<file path="src/rtl/ex_mem_reg.sv">
// rtl/ex_mem_reg.sv - EX/MEM pipeline register with MEM-stage branch resolution
// Optional performance counters are built only when EX_MEM_PERF_CNT_EN is defined.
module ex_mem_reg #(
    parameter int XLEN  = 64,
    parameter int CNT_W = 32
) (
    input  logic             clk,
    input  logic             reset,
    input  logic             stall,
    input  logic             flush,
    input  logic             valid_in,
    input  logic [XLEN-1:0]  Inst_Addr,
    input  logic [XLEN-1:0]  ImmediateData,
    input  logic [XLEN-1:0]  ALU_Result,
    input  logic             Zero,
    input  logic [XLEN-1:0]  ReadData2,
    input  logic [4:0]       rd,
    input  logic [1:0]       WB,
    input  logic [2:0]       M,
    output logic [XLEN-1:0]  Branch_Target_Out,
    output logic [XLEN-1:0]  ALU_Result_Out,
    output logic             Zero_Out,
    output logic [XLEN-1:0]  WriteData_Out,
    output logic [4:0]       rd_Out,
    output logic [1:0]       WB_Out,
    output logic             MemRead,
    output logic             MemWrite,
    output logic             valid_Out,
    output logic             PCSrc,
    output logic [CNT_W-1:0] perf_insn_cnt,
    output logic [CNT_W-1:0] perf_br_cnt
);

    logic branch_q;
    logic squash;

    // A taken branch in MEM kills the wrong-path instruction coming from EX.
    assign squash = flush | PCSrc;
    assign PCSrc  = branch_q & Zero_Out & valid_Out;

    always_ff @(posedge clk) begin
        if (reset || squash) begin
            Branch_Target_Out <= '0;
            ALU_Result_Out    <= '0;
            Zero_Out          <= 1'b0;
            WriteData_Out     <= '0;
            rd_Out            <= '0;
            WB_Out            <= '0;
            MemRead           <= 1'b0;
            MemWrite          <= 1'b0;
            branch_q          <= 1'b0;
            valid_Out         <= 1'b0;
        end else if (!stall) begin
            Branch_Target_Out <= Inst_Addr + (ImmediateData << 1);
            ALU_Result_Out    <= ALU_Result;
            Zero_Out          <= Zero;
            WriteData_Out     <= ReadData2;
            rd_Out            <= rd;
            // Bubbles still carry data but must never write or branch.
            WB_Out            <= valid_in ? WB : 2'b00;
            MemRead           <= valid_in & M[1];
            MemWrite          <= valid_in & M[0];
            branch_q          <= valid_in & M[2];
            valid_Out         <= valid_in;
        end
    end

`ifdef EX_MEM_PERF_CNT_EN
    logic [CNT_W-1:0] insn_q;
    logic [CNT_W-1:0] br_q;

    always_ff @(posedge clk) begin
        if (reset) begin
            insn_q <= '0;
            br_q   <= '0;
        end else begin
            if (valid_in && !squash && !stall && (insn_q != {CNT_W{1'b1}}))
                insn_q <= insn_q + 1'b1;
            if (PCSrc && !stall && (br_q != {CNT_W{1'b1}}))
                br_q <= br_q + 1'b1;
        end
    end

    assign perf_insn_cnt = insn_q;
    assign perf_br_cnt   = br_q;
`else
    assign perf_insn_cnt = '0;
    assign perf_br_cnt   = '0;
`endif

endmodule

</file>
<file path="config.mk">
export PLATFORM = sky130hd
export DESIGN_NAME = ex_mem_reg
export DESIGN_NICKNAME = d
export VERILOG_FILES = /design/src/rtl/ex_mem_reg.sv
export SDC_FILE = /design/constraint.sdc
export NUM_CORES = 1
export LEC_CHECK = 0
export CAP_MARGIN = 30
export CORE_AREA = 2 2 213 215
export CTS_CLUSTER_SIZE = 25
export DETAILED_ROUTE_END_ITERATION = 8
export DIE_AREA = 0 0 215 217
export DONT_BUFFER_PORTS = 1
export PLACE_DENSITY = 0.42
export SYNTH_ARGS = -nofsm -noshare
export SYNTH_HDL_FRONTEND = slang
export SYNTH_SLANG_ARGS = --single-unit
</file>
<file path="constraint.sdc">
create_clock -name clk -period 7.1 [get_ports clk]
set_clock_uncertainty 0.05 [all_clocks]
set_input_delay 0.71 -clock clk [delete_from_list [all_inputs] [get_ports clk]]
set_output_delay 0.71 -clock clk [all_outputs]
set_load 0.02 [all_outputs]
</file>
==> results of run 1 <==
==> flip-flops by register name (all words and copies together), names as in the netlist <==
| signal | flops |
|---|---|
| rd_Out | 5 |
| branch_q | 1 |
| WriteData_Out | 64 |
| MemWrite | 1 |
| MemRead | 1 |
| WB_Out | 2 |
| Branch_Target_Out | 64 |
| Zero_Out | 1 |
| valid_Out | 1 |
| ALU_Result_Out | 64 |
==> power groups by stage <==
| stage | sequential [mW] | clock, mW | combinational, mW |
|---|---|---|---|
| finish | 1.29 | 1.29 | 0.542 |
| detailed placement | 1.31 | 0 | 0.540 |
| global placement | 1.32 | 0 | 0.537 |
| global route | 1.29 | 1.38 | 0.604 |
| CTS | 1.29 | 1.34 | 0.543 |
| floorplan | 1.29 | 0 | 0.479 |
==> per-layer routing <==
metal	part of all wire [%]	global-route usage, %	vias up
met5	0	0	-
met2	46	23.88	337
li1	-	-	4314
met4	2.0	4.230	0
met1	44	18.22	4130
met3	7.9	4.207	35
==> final cells by class <==
type	instances	area (sq um)	area share (%)
multi-input cells	994	6479	52.97
flip-flops and latches	204	4084	33.39
inverters	16	60.06	0.4910
clock inverters	8	108.9	0.8899
diodes	1	2.502	0.02046
repair buffers	4	40.04	0.3273
well taps	600	750.7	6.137
clock buffers	36	706.9	5.779
==> layout by cell type (no fill, tap or decap), drive strengths merged, types with 4 or more instances in the layout <==
cell type,synthesis,final
a211oi,9,9
a21o,38,38
a21oi,109,109
a22o,19,19
a22oi,5,5
a31oi,7,7
and2,5,5
and3,8,8
buf,73,4
clkbuf,66,36
clkinv,0,4
conb,1,64
dfxtp,204,204
ha,62,62
inv,16,18
mux2i,146,146
nand2,56,56
nand2b,4,4
nand3,17,17
nand4,19,19
nor2,245,245
nor3,6,6
nor4,4,4
o211ai,9,9
o21a,6,6
o21ai,41,41
o21bai,9,9
o31ai,5,5
or3,4,4
xnor2,33,33
xor2,26,26
==> cells by family (layout without fill, tap and decap cells) <==
family / Yosys count / after routing / synth area share [%]
adders and majority gates: 63 / 63 / 7.138
AOI/OAI and AO/OA: 284 / 284 / 16.71
xor gates and xnor gates: 59 / 59 / 4.635
DFF: 204 / 204 / 36.63
other: 1 / 65 / 0.03364
buffers and inverters: 155 / 64 / 7.419
muxes: 146 / 146 / 13.11
and+or+nand+nor: 378 / 378 / 14.32
==> how the worst max path moves through the flow <==
stage                       from                    end  slack [ps]  cells past startpoint
finish              Inst_Addr[5]  Branch_Target_Out[50]        3540                     11
detailed placement  Inst_Addr[2]  Branch_Target_Out[50]        2950                     11
floorplan           Inst_Addr[1]  Branch_Target_Out[49]        3630                     12
global route        Inst_Addr[5]  Branch_Target_Out[50]        3360                     11
CTS                 Inst_Addr[2]  Branch_Target_Out[50]        3530                     11
global placement    Inst_Addr[2]  Branch_Target_Out[50]        2960                     11
==> metrics by stage <==
step	instances	power, mW	area (sq um)	hold WS, ps	utilization (%)
after floorplan	1353	1.773	11380	418.5	-
after global placement	1817	1.852	11410	432.8	25.52
after detailed placement	1818	1.855	11410	448.8	25.53
after CTS	1862	3.171	12230	212.4	27.36
after global routing	1863	3.277	12230	234.1	27.37
final	1863	3.122	12230	255.2	27.37
==> summary.md, run 1 <==
| Metric | Value |
|---|---|
| Largest area contributor in the synthesized netlist | `sky130_fd_sc_hd__dfxtp_1` |
| Comb pwr share | `17.4%` |
| Iter 0 DRT Violations | `419` |
| Slowest stage cell on the critical path | `sky130_fd_sc_hd__nor4_1` |
| DR DRC count | `0` |
| Unrepaired setup endpoints after global routing | `false` |
| CORE AREA | `0.04470 sq mm` |
| Last weighted congestion value of the routability-driven placer | `0.8239` |
| Std-Cell Rows | `78` |
| Number of synthesis warnings | `0` |
| Top cells by count, synth | `245 x sky130_fd_sc_hd__nor2_1, 204 x sky130_fd_sc_hd__dfxtp_1, 146 x sky130_fd_sc_hd__mux2i_1` |
| Number of pins exceeding their max-slew limit in the final report | `0` |
| Global routing usage summed across all routing layers | `14.44%` |
| Cell count of the worst reg-to-reg path | `4` |
| Share of total power in the clock network | `41.4%` |
| CP cell instances | `ha_1 -> a21oi_1 -> o211ai_1 -> a21oi_1 -> nor3_1 -> nor4_1 -> o21ai_1 -> a31oi_1 -> o21ai_0 -> xnor2_1 -> a22o_1` |
| Synthesis-to-finish area growth | `9.719%` |
| Sequential-to-total area share from yosys stat | `36.63%` |
| Clock transition time at the flip-flop clock pins of the worst setup and hold paths | `60 ps` |
| Most instantiated library cell after synthesis | `sky130_fd_sc_hd__nor2_1` |
| Antenna violations before repair | `1` |
| CTS tree | `done` |
| Buffer type at the clock tree root | `sky130_fd_sc_hd__clkbuf_16` |
| Library cell appearing most often on the critical path | `sky130_fd_sc_hd__a21oi_1` |
| Worst setup slack before clock tree synthesis | `2949 ps` |
| Capturing element type of the critical path | `flip-flop` |
| Chip Height | `217 microns` |
| Clock sink total | `204` |
| Share of total power consumed by net switching | `30.44%` |
| Most common flop cell mapped by yosys | `sky130_fd_sc_hd__dfxtp_1` |
| Cell types occupying the most area after synthesis | `sky130_fd_sc_hd__dfxtp_1 37%, sky130_fd_sc_hd__mux2i_1 13%, sky130_fd_sc_hd__nor2_1 8.2%` |
| Buffers from clock root to sink, at most | `3` |
| Final Cycle Share | `50.15%` |
| Gate count of the mapped netlist | `1290` |
| Die area | `0.04666 sq mm` |
| H-tree levels | `1` |
| Seq pwr share | `41.3%` |
| Number of buffer and inverter stages on the critical path | `0` |
| Fraction of registers with async set or reset after synthesis | `0%` |
| Sum of routed wire length over all layers | `36430 microns` |
| Clock latency on the worst-skew pair | `550 ps` |
| Reg-to-reg endpoint | `ALU_Result_Out[5]` |
| Horiz. Die Dim | `215 microns` |
| Hold Path End | `Zero_Out` |
| Total negative slack for setup checks | `0 ps` |
| Net Sw Power | `0.9503 mW` |
| Number of gates resized after CTS | `0` |
| Number of vias in the routed layout | `8816` |
| Clock buffer count from CTS | `25` |
| Status | `finished clean` |
| Vias in the first global route | `8465` |
| Flop-to-flop setup slack | `4530 ps` |
| Count of max-cap constraint violations | `0` |
| Final worst path period need | `3561 ps` |
| Number of nets in the layout | `1580` |
| Number of synthesized flops with an enable pin | `0` |
| Largest delay contributor family on the critical path | `compound AO/OA/AOI/OAI gates` |
| Total of endpoints with negative setup slack in the final report | `0` |
| Largest net degree at the start of global routing | `204` |
| Post-detailed-route wirelength per cell | `19.55 microns` |
| Final setup slack of the worst path | `3539 ps` |
| Static power due to leakage | `5.224 nW` |
| Initial core utilization | `24.94%` |
| Global-route wire length before repair | `52850 microns` |
| Hold buffer count at CTS | `0` |
| Required time of the worst setup path | `7490 ps` |
| Worst-Margin Slew | `756.9 ps` |
| RR Startpoint | `Zero_Out` |
| Maximum clock frequency | `280.8 MHz` |
| Critical Path AT | `3950 ps` |
| Worst rel slew slack | `49.54%` |
| Min-delay worst type | `in -> reg` |
| Hold Path Depth | `2` |
| Hold path start | `Zero` |
| Total gr overflow | `0` |
| Critical Setup Path Class | `in -> reg` |
| Setup bufs post-CTS | `0` |
| Sum of net half-perimeters after detailed placement | `27760 microns` |
| Power density over the cells | `255.2 mW/mm^2` |
| Distinct cell type count after synthesis | `62` |
| Crit path launch type | `input port` |
| Longest individual stage delay on the worst path | `620 ps` |
| Ratio of cells with drive above 1 in the final layout | `4.200%` |
| Post-detailed-route count of antenna-violating nets | `0` |
| Count of fill cells added during filler insertion | `4911` |
| First-pass iteration count of the detailed router | `5` |
| Final Hold Fails | `0` |
| Highest net fanout along the worst path | `6` |
| Peak supply drop | `0.1532 mV` |
| Share of the synthesized area in the top cell type | `36.63%` |
| Register bit count reported by yosys | `204` |
| Post-synthesis instance area | `0.01115 sq mm` |
| Internal Pwr Total | `2.172 mW` |
| Average footprint of a synthesized cell | `8.642 sq um` |
| Vias per cell | `4.732` |
| Io pins | `540` |
| Port Buf Inserts | `0` |
Power figures use the tool's default switching activity.
==> run 2: changes to the inputs <==
- clock period: 7.1 -> 3.4 ns (I/O delays scaled with it)
==> run 2 against run 1 <==
Utilization up 6.6 points. Flip-flop and latch count is the same. Die area is the same. Global-route usage increased by 2.1 points. Routed wire length grew 13%. Register-to-register slack lost 3500 ps. Hold slack lost 190 ps.
==> summary.md, run 2 (synthesis results as in run 1) <==
| Metric | Value |
|---|---|
| Slowest stage cell on the critical path | `sky130_fd_sc_hd__a21oi_1` |
| CORE AREA | `0.04470 sq mm (unchanged)` |
| Share of total power consumed by net switching | `29.07% (-1.4 points)` |
| Global routing usage summed across all routing layers | `16.49% (+2.1 points)` |
| Chip Height | `217 microns (unchanged)` |
| Min-delay worst type | `in -> reg` |
| Peak supply drop | `0.3673 mV (+140%)` |
| Worst-Margin Slew | `930.4 ps (+173.5 ps)` |
| Die area | `0.04666 sq mm (unchanged)` |
| Synthesis-to-finish area growth | `36.18%` |
| Ratio of cells with drive above 1 in the final layout | `6.923% (+2.7 points)` |
| CP cell instances | `ha_1 -> a211oi_1 -> o211ai_1 -> a21oi_1 -> nor3_1 -> nor4_1 -> buf_4 -> o21ai_1 -> a31oi_1 -> o21ai_0 -> xnor2_1 -> a22o_1` |
| Total of endpoints with negative setup slack in the final report | `0 (unchanged)` |
| Cell count of the worst reg-to-reg path | `4 (unchanged)` |
| Sum of routed wire length over all layers | `41240 microns (+13%)` |
| Global route hottest layer | `met2` |
| Global-route wire length before repair | `60800 microns (+15%)` |
| Last weighted congestion value of the routability-driven placer | `0.8027 (-2.6%)` |
| Worst rel slew slack | `37.77% (-12 points)` |
| Port Buf Inserts | `0 (unchanged)` |
| Number of vias in the routed layout | `10130 (+15%)` |
| Buffers from clock root to sink, at most | `3 (unchanged)` |
| Sum of net half-perimeters after detailed placement | `28730 microns (+3.5%)` |
| Unrepaired setup endpoints after global routing | `false` |
| Capturing element type of the critical path | `flip-flop` |
| Clock sink total | `204 (unchanged)` |
| Antenna violations before repair | `3 (+2)` |
| Maximum clock frequency | `337.8 MHz` |
| Horiz. Die Dim | `215 microns (unchanged)` |
| CTS tree | `done` |
| Number of pins exceeding their max-slew limit in the final report | `0 (unchanged)` |
| Seq pwr share | `37.5% (-3.8 points)` |
| Clock transition time at the flip-flop clock pins of the worst setup and hold paths | `60 ps (about the same)` |
| Final Cycle Share | `87.06%` |
| Largest registers | `ALU_Result_Out (64), Branch_Target_Out (64), WriteData_Out (64)` |
| Io pins | `540 (unchanged)` |
| Final Hold Fails | `0 (unchanged)` |
| First-pass iteration count of the detailed router | `4 (-1)` |
| Final worst path period need | `2960 ps` |
| Longest individual stage delay on the worst path | `420 ps (-200 ps)` |
| Highest net fanout along the worst path | `4 (-2)` |
| Largest net degree at the start of global routing | `161 (-21%)` |
| Hold path start | `ImmediateData[1]` |
| Clock buffer count from CTS | `25 (unchanged)` |
| Initial core utilization | `24.94% (unchanged)` |
| Power density over the cells | `472.6 mW/mm^2 (+85%)` |
| Post-detailed-route count of antenna-violating nets | `0 (unchanged)` |
| Post-detailed-route wirelength per cell | `19.08 microns (-2.4%)` |
| Internal Pwr Total | `5.089 mW (+130%)` |
| Tot Pwr | `7.174 mW (+130%)` |
| GR met3 Demand/Resource | `4.640% (+0.43 points)` |
| Global-route track usage on met1 | `20.22% (+2.0 points)` |
| Total gr overflow | `0 (unchanged)` |
| Number of nets in the layout | `1876 (+19%)` |
| Final std cell area, no fill | `0.01518 sq mm (+24%)` |
| Flop-to-flop setup slack | `1070 ps (-3460 ps)` |
| Crit path launch type | `input port` |
| Static power due to leakage | `6.402 nW (+23%)` |
| Reg-to-reg endpoint | `WriteData_Out[41]` |
| Std-Cell Rows | `78 (unchanged)` |
| Buffer type at the clock tree root | `sky130_fd_sc_hd__clkbuf_16` |
| Hold buffer count at CTS | `246 (+246)` |
| Clock latency on the worst-skew pair | `540 ps (about the same)` |
| Comb pwr share | `21.0% (+3.6 points)` |
| Critical Path AT | `3340 ps (-610 ps)` |
| RR Startpoint | `Zero_Out` |
| Met2 capacity usage during global routing | `27.95% (+4.1 points)` |
| Number of gates resized after CTS | `0 (unchanged)` |
| Count of max-cap constraint violations | `0 (unchanged)` |
| Vias per cell | `4.688 (-0.93%)` |
| Vias in the first global route | `10180 (+20%)` |
| Placement-stage cell area | `0.01179 sq mm (+3.3%)` |
| Critical Setup Path Class | `in -> reg` |
| Hold Path End | `Branch_Target_Out[2]` |
| Setup bufs post-CTS | `0 (unchanged)` |
| H-tree levels | `1 (unchanged)` |
| Share of total power in the clock network | `41.4% (about the same)` |
| Required time of the worst setup path | `3780 ps (-3710 ps)` |
| Crit path launch | `Inst_Addr[2]` |
| Status | `finished clean` |
| Most frequent cells in the layout | `245 x sky130_fd_sc_hd__nor2_1, 245 x sky130_fd_sc_hd__dlygate4sd3_1, 204 x sky130_fd_sc_hd__dfxtp_1` |
| Hold Path Depth | `3 (+1)` |
| Iter 0 DRT Violations | `452 (+7.9%)` |
| Net Sw Power | `2.085 mW (+120%)` |
| DR DRC count | `0 (unchanged)` |
==> run 2: cell count changes in the layout (fill, tap and decap cells not counted) <==
| cell | before | now |
|---|---|---|
| sky130_fd_sc_hd__clkbuf_8 | 4 | 3 |
| sky130_fd_sc_hd__dlygate4sd3_1 | 0 | 245 |
| sky130_fd_sc_hd__buf_2 | 1 | 0 |
| sky130_fd_sc_hd__buf_4 | 2 | 53 |
| sky130_fd_sc_hd__inv_16 | 1 | 0 |
| sky130_fd_sc_hd__clkinv_2 | 4 | 2 |
| sky130_fd_sc_hd__bufinv_16 | 2 | 6 |
| sky130_fd_sc_hd__clkbuf_1 | 7 | 5 |
| sky130_fd_sc_hd__clkinvlp_4 | 0 | 3 |
| sky130_fd_sc_hd__clkinv_4 | 0 | 1 |
| sky130_fd_sc_hd__buf_12 | 1 | 2 |
==> run 2: layout make-up <==
| type | count | area, sq um |
|---|---|---|
| Fill cell | 4570 | 29520 |
| Multi-Input combinational cell | 994 | 6479 |
| Sequential cell | 204 | 4084 |
| Timing Repair Buffer | 300 | 2890 |
| Tap cell | 600 | 750.7 |
| Clock buffer | 33 | 685.7 |
| Clock inverter | 13 | 230.2 |
| Inverter | 16 | 60.06 |
| Antenna cell | 1 | 2.502 |
==> run 2: worst max-delay path: cells and delay by family <==
kind,cells,cell delay [ps]
buffers and inverters,1,200
AO/OA/AOI/OAI,7,1800
AND/OR/NAND/NOR,2,540
XOR/XNOR,1,150
adder cells (fa/ha/maj),1,290
==> run 2: worst max path at each step <==
stage	to	slack (ps)	cells past startpoint
finish	Branch_Target_Out[50]	440	12
global route	Branch_Target_Out[60]	340	12
CTS	Branch_Target_Out[50]	500	12
detailed placement	Branch_Target_Out[50]	-60	12
global placement	Branch_Target_Out[50]	-120	12
floorplan	Branch_Target_Out[49]	300	12
==> run 2: power groups by stage <==
stage	clock (mW)	combinational, mW	sequential, mW
after global placement	0	1.21	2.75
after floorplan	0	1.00	2.70
final	2.97	1.51	2.69
after detailed placement	0	1.22	2.75
after global routing	3.14	1.65	2.70
after CTS	3.06	1.49	2.69
==> run 2: metal layers <==
layer | vias to the layer above | wire, microns
met5 | - | 13
met4 | 2 | 1118
met3 | 58 | 3306
met2 | 367 | 19460
met1 | 4795 | 17350
li1 | 4909 | -
==> run 2: metrics by stage <==
stage | TNS [ps] | setup WS (ps) | hold slack (ps) | util [%] | std cells
6_report | 0 | 439.9 | 63.27 | 33.97 | 2161
5_1_grt | 0 | 336.6 | 47.89 | 33.97 | 2161
4_1_cts | 0 | 501.8 | 2.913 | 33.96 | 2160
3_5_place_dp | -108.5 | -61.08 | 443.5 | 26.38 | 1868
3_3_place_gp | -214.8 | -117.3 | 433.4 | 26.38 | 1868
2_1_floorplan | 0 | 299.7 | 418.5 | - | 1353
==> run 3: changes to the inputs <==
- REMOVE_ABC_BUFFERS: default -> 1
==> run 3 against run 2 <==
Flip-flop and latch count did not move. Critical endpoint is now Branch_Target_Out[62]. Register-to-register slack got worse by 50 ps. Clock-buffer cell count fell by 1. Critical path type unchanged. Largest cell class unchanged.
==> summary.md, run 3 (synthesis results as in run 1) <==
| Metric | Value |
|---|---|
| DR DRC count | `0 (unchanged)` |
| Initial core utilization | `24.94% (unchanged)` |
| Last weighted congestion value of the routability-driven placer | `0.8743 (+8.9%)` |
| Io pins | `540 (unchanged)` |
| Global routing usage summed across all routing layers | `15.76% (-0.73 points)` |
| Highest net fanout along the worst path | `3 (-1)` |
| Vias per cell | `4.678 (-0.22%)` |
| Comb pwr share | `21.4% (+0.4 points)` |
| Buffer type at the clock tree root | `sky130_fd_sc_hd__clkbuf_16` |
| Net Sw Power | `2.044 mW (-2.0%)` |
| Largest net degree at the start of global routing | `126 (-22%)` |
| End of the critical path | `Branch_Target_Out[62]` |
| Commonest non-fill, non-tap cell in the layout | `sky130_fd_sc_hd__nor2_1` |
| Internal Pwr Total | `4.711 mW (-7.4%)` |
| Static power due to leakage | `6.197 nW (-3.2%)` |
| Horiz. Die Dim | `215 microns (unchanged)` |
| Iter 0 DRT Violations | `377 (-17%)` |
| Share of total power consumed by net switching | `30.26% (+1.2 points)` |
| Clock latency on the worst-skew pair | `520 ps (-20 ps)` |
| Number of gates resized after CTS | `0 (unchanged)` |
| CTS tree | `done` |
| Synthesis-to-finish area growth | `29.56%` |
| Count of fill cells added during filler insertion | `4722 (+3.3%)` |
| Total of endpoints with negative setup slack in the final report | `0 (unchanged)` |
| Number of vias in the routed layout | `9805 (-3.2%)` |
| Std-Cell Rows | `78 (unchanged)` |
| Worst-Margin Slew | `949.0 ps (+18.54 ps)` |
| Clock transition time at the flip-flop clock pins of the worst setup and hold paths | `60 ps (about the same)` |
| Sum of routed wire length over all layers | `39340 microns (-4.6%)` |
| Crit path launch type | `input port` |
| Die area | `0.04666 sq mm (unchanged)` |
| Area of the multi-input gates | `0.006479 sq mm (unchanged)` |
| Flop-to-flop setup slack | `1020 ps (-50 ps)` |
| Post-detailed-route wirelength per cell | `18.77 microns (-1.7%)` |
| Worst rel slew slack | `36.50% (-1.3 points)` |
| Most frequent cells in the layout | `245 x sky130_fd_sc_hd__nor2_1, 204 x sky130_fd_sc_hd__dfxtp_1, 178 x sky130_fd_sc_hd__dlygate4sd3_1` |
| CORE AREA | `0.04470 sq mm (unchanged)` |
| Sum of net half-perimeters after detailed placement | `27670 microns (-3.7%)` |
| Largest registers | `ALU_Result_Out (64), Branch_Target_Out (64), WriteData_Out (64)` |
| Maximum clock frequency | `319.0 MHz (-5.6%)` |
| Vias in the first global route | `9963 (-2.1%)` |
| Share of total power in the clock network | `38.8% (-2.6 points)` |
| Chip Height | `217 microns (unchanged)` |
| Clock sink total | `204 (unchanged)` |
| Clock buffer count from CTS | `24 (-4.0%)` |
| First-pass iteration count of the detailed router | `7 (+3)` |
| Capturing element type of the critical path | `flip-flop` |
| Reg-to-reg endpoint | `ALU_Result_Out[4]` |
| Number of nets in the layout | `1815 (-3.3%)` |
| Tot Pwr | `6.756 mW (-5.8%)` |
| Status | `finished clean` |
| Port Buf Inserts | `0 (unchanged)` |
| Min-delay worst type | `in -> reg` |
| Cell count of the worst reg-to-reg path | `5 (+1)` |
| Final core utilization | `32.31% (-1.7 points)` |
| Unrepaired setup endpoints after global routing | `false` |
| Buffers from clock root to sink, at most | `3 (unchanged)` |
| Critical Path AT | `3500 ps (+160 ps)` |
| Final Hold Fails | `0 (unchanged)` |
| Antenna violations before repair | `1 (-2)` |
| Final worst path period need | `3135 ps (+175.1 ps)` |
| Ratio of cells with drive above 1 in the final layout | `7.425% (+0.50 points)` |
| Critical Setup Path Class | `in -> reg` |
| Sequential cell area | `0.004084 sq mm (unchanged)` |
| Worst setup slack before clock tree synthesis | `-221.2 ps (-160.1 ps)` |
| Seq pwr share | `39.8% (+2.3 points)` |
| RR Startpoint | `Zero_Out` |
| H-tree levels | `1 (unchanged)` |
| Required time of the worst setup path | `3770 ps (about the same)` |
| Global-route wire length before repair | `58450 microns (-3.9%)` |
| Number of pins exceeding their max-slew limit in the final report | `0 (unchanged)` |
| Count of max-cap constraint violations | `0 (unchanged)` |
| Final setup slack of the worst path | `264.8 ps (-175.1 ps)` |
| Peak supply drop | `0.3479 mV (-5.3%)` |
| Hold buffer count at CTS | `179 (-27%)` |
| Setup bufs post-CTS | `0 (unchanged)` |
| Crit path launch | `Inst_Addr[6]` |
| Final Cycle Share | `92.21% (+5.1 points)` |
| Total gr overflow | `0 (unchanged)` |
| Post-detailed-route count of antenna-violating nets | `0 (unchanged)` |
| Power density over the cells | `467.7 mW/mm^2 (-1.0%)` |
-- run 3: changes by cell type in the layout (fill, tap and decap cells not counted), sizes merged --
cell	change
buf	+7
clkbuf	-1
bufinv	-4
inv	-1
dlygate4sd3	-67
clkinv	+1
-- run 3: layout make-up --
type / instances / area share, %
flip-flops and latches: 204 / 28.27
diodes: 1 / 0.01732
inverters: 16 / 0.4158
multi-input cells: 994 / 44.85
repair buffers: 240 / 15.78
well taps: 600 / 5.197
clock inverters: 9 / 0.7363
clock buffers: 32 / 4.721
-- run 3: power by group through the flow --
stage	Clock (mW)	Sequential (mW)	Combinational (mW)
global placement	0	2.74	1.22
CTS	2.72	2.69	1.44
floorplan	0	2.70	0.895
detailed placement	0	2.74	1.23
finish	2.62	2.69	1.44
global route	2.81	2.70	1.58
-- run 3: metal layers --
layer | track usage [%] | share of wire (%) | vias up
li1 | - | - | 4779
met1 | 18.27 | 41 | 4593
met2 | 28.65 | 50 | 394
met3 | 4.472 | 7.8 | 39
met4 | 3.632 | 1.7 | 0
met5 | 0 | 0 | -
-- run 3: through the flow --
stage               std cells  setup TNS, ps  hold slack [ps]  cell area, sq um
floorplan                1214        -170300            418.5             10620
global placement         1875         -609.5            435.7             11840
detailed placement       1875         -611.5            443.7             11840
CTS                      2095              0            4.902             14440
global route             2096              0            29.47             14440
finish                   2096              0            52.95             14440
-- run 3: how the worst min path moves through the flow --
stage,cells after the start,slack [ps],startpoint,endpoint
3_3_place_gp,2,440,ALU_Result[17],ALU_Result_Out[17]
4_1_cts,2,5,stall,WriteData_Out[33]
5_1_grt,3,30,ImmediateData[1],Branch_Target_Out[2]
2_1_floorplan,2,420,branch_q,branch_q
6_report,3,50,ImmediateData[1],Branch_Target_Out[2]
3_5_place_dp,2,440,ALU_Result[63],ALU_Result_Out[63]
-- run 3: critical path, stage by stage --
cell and delay, ps:
sky130_fd_sc_hd__ha_1 320, sky130_fd_sc_hd__o21a_1 230, sky130_fd_sc_hd__o211a_1 240, sky130_fd_sc_hd__a21oi_1 250, sky130_fd_sc_hd__nor3_1 150, sky130_fd_sc_hd__nor4_1 710
sky130_fd_sc_hd__o21ai_1 140, sky130_fd_sc_hd__buf_4 170, sky130_fd_sc_hd__buf_4 140, sky130_fd_sc_hd__a21oi_1 270, sky130_fd_sc_hd__o21ai_0 180, sky130_fd_sc_hd__xor2_1 160
sky130_fd_sc_hd__a22o_1 200
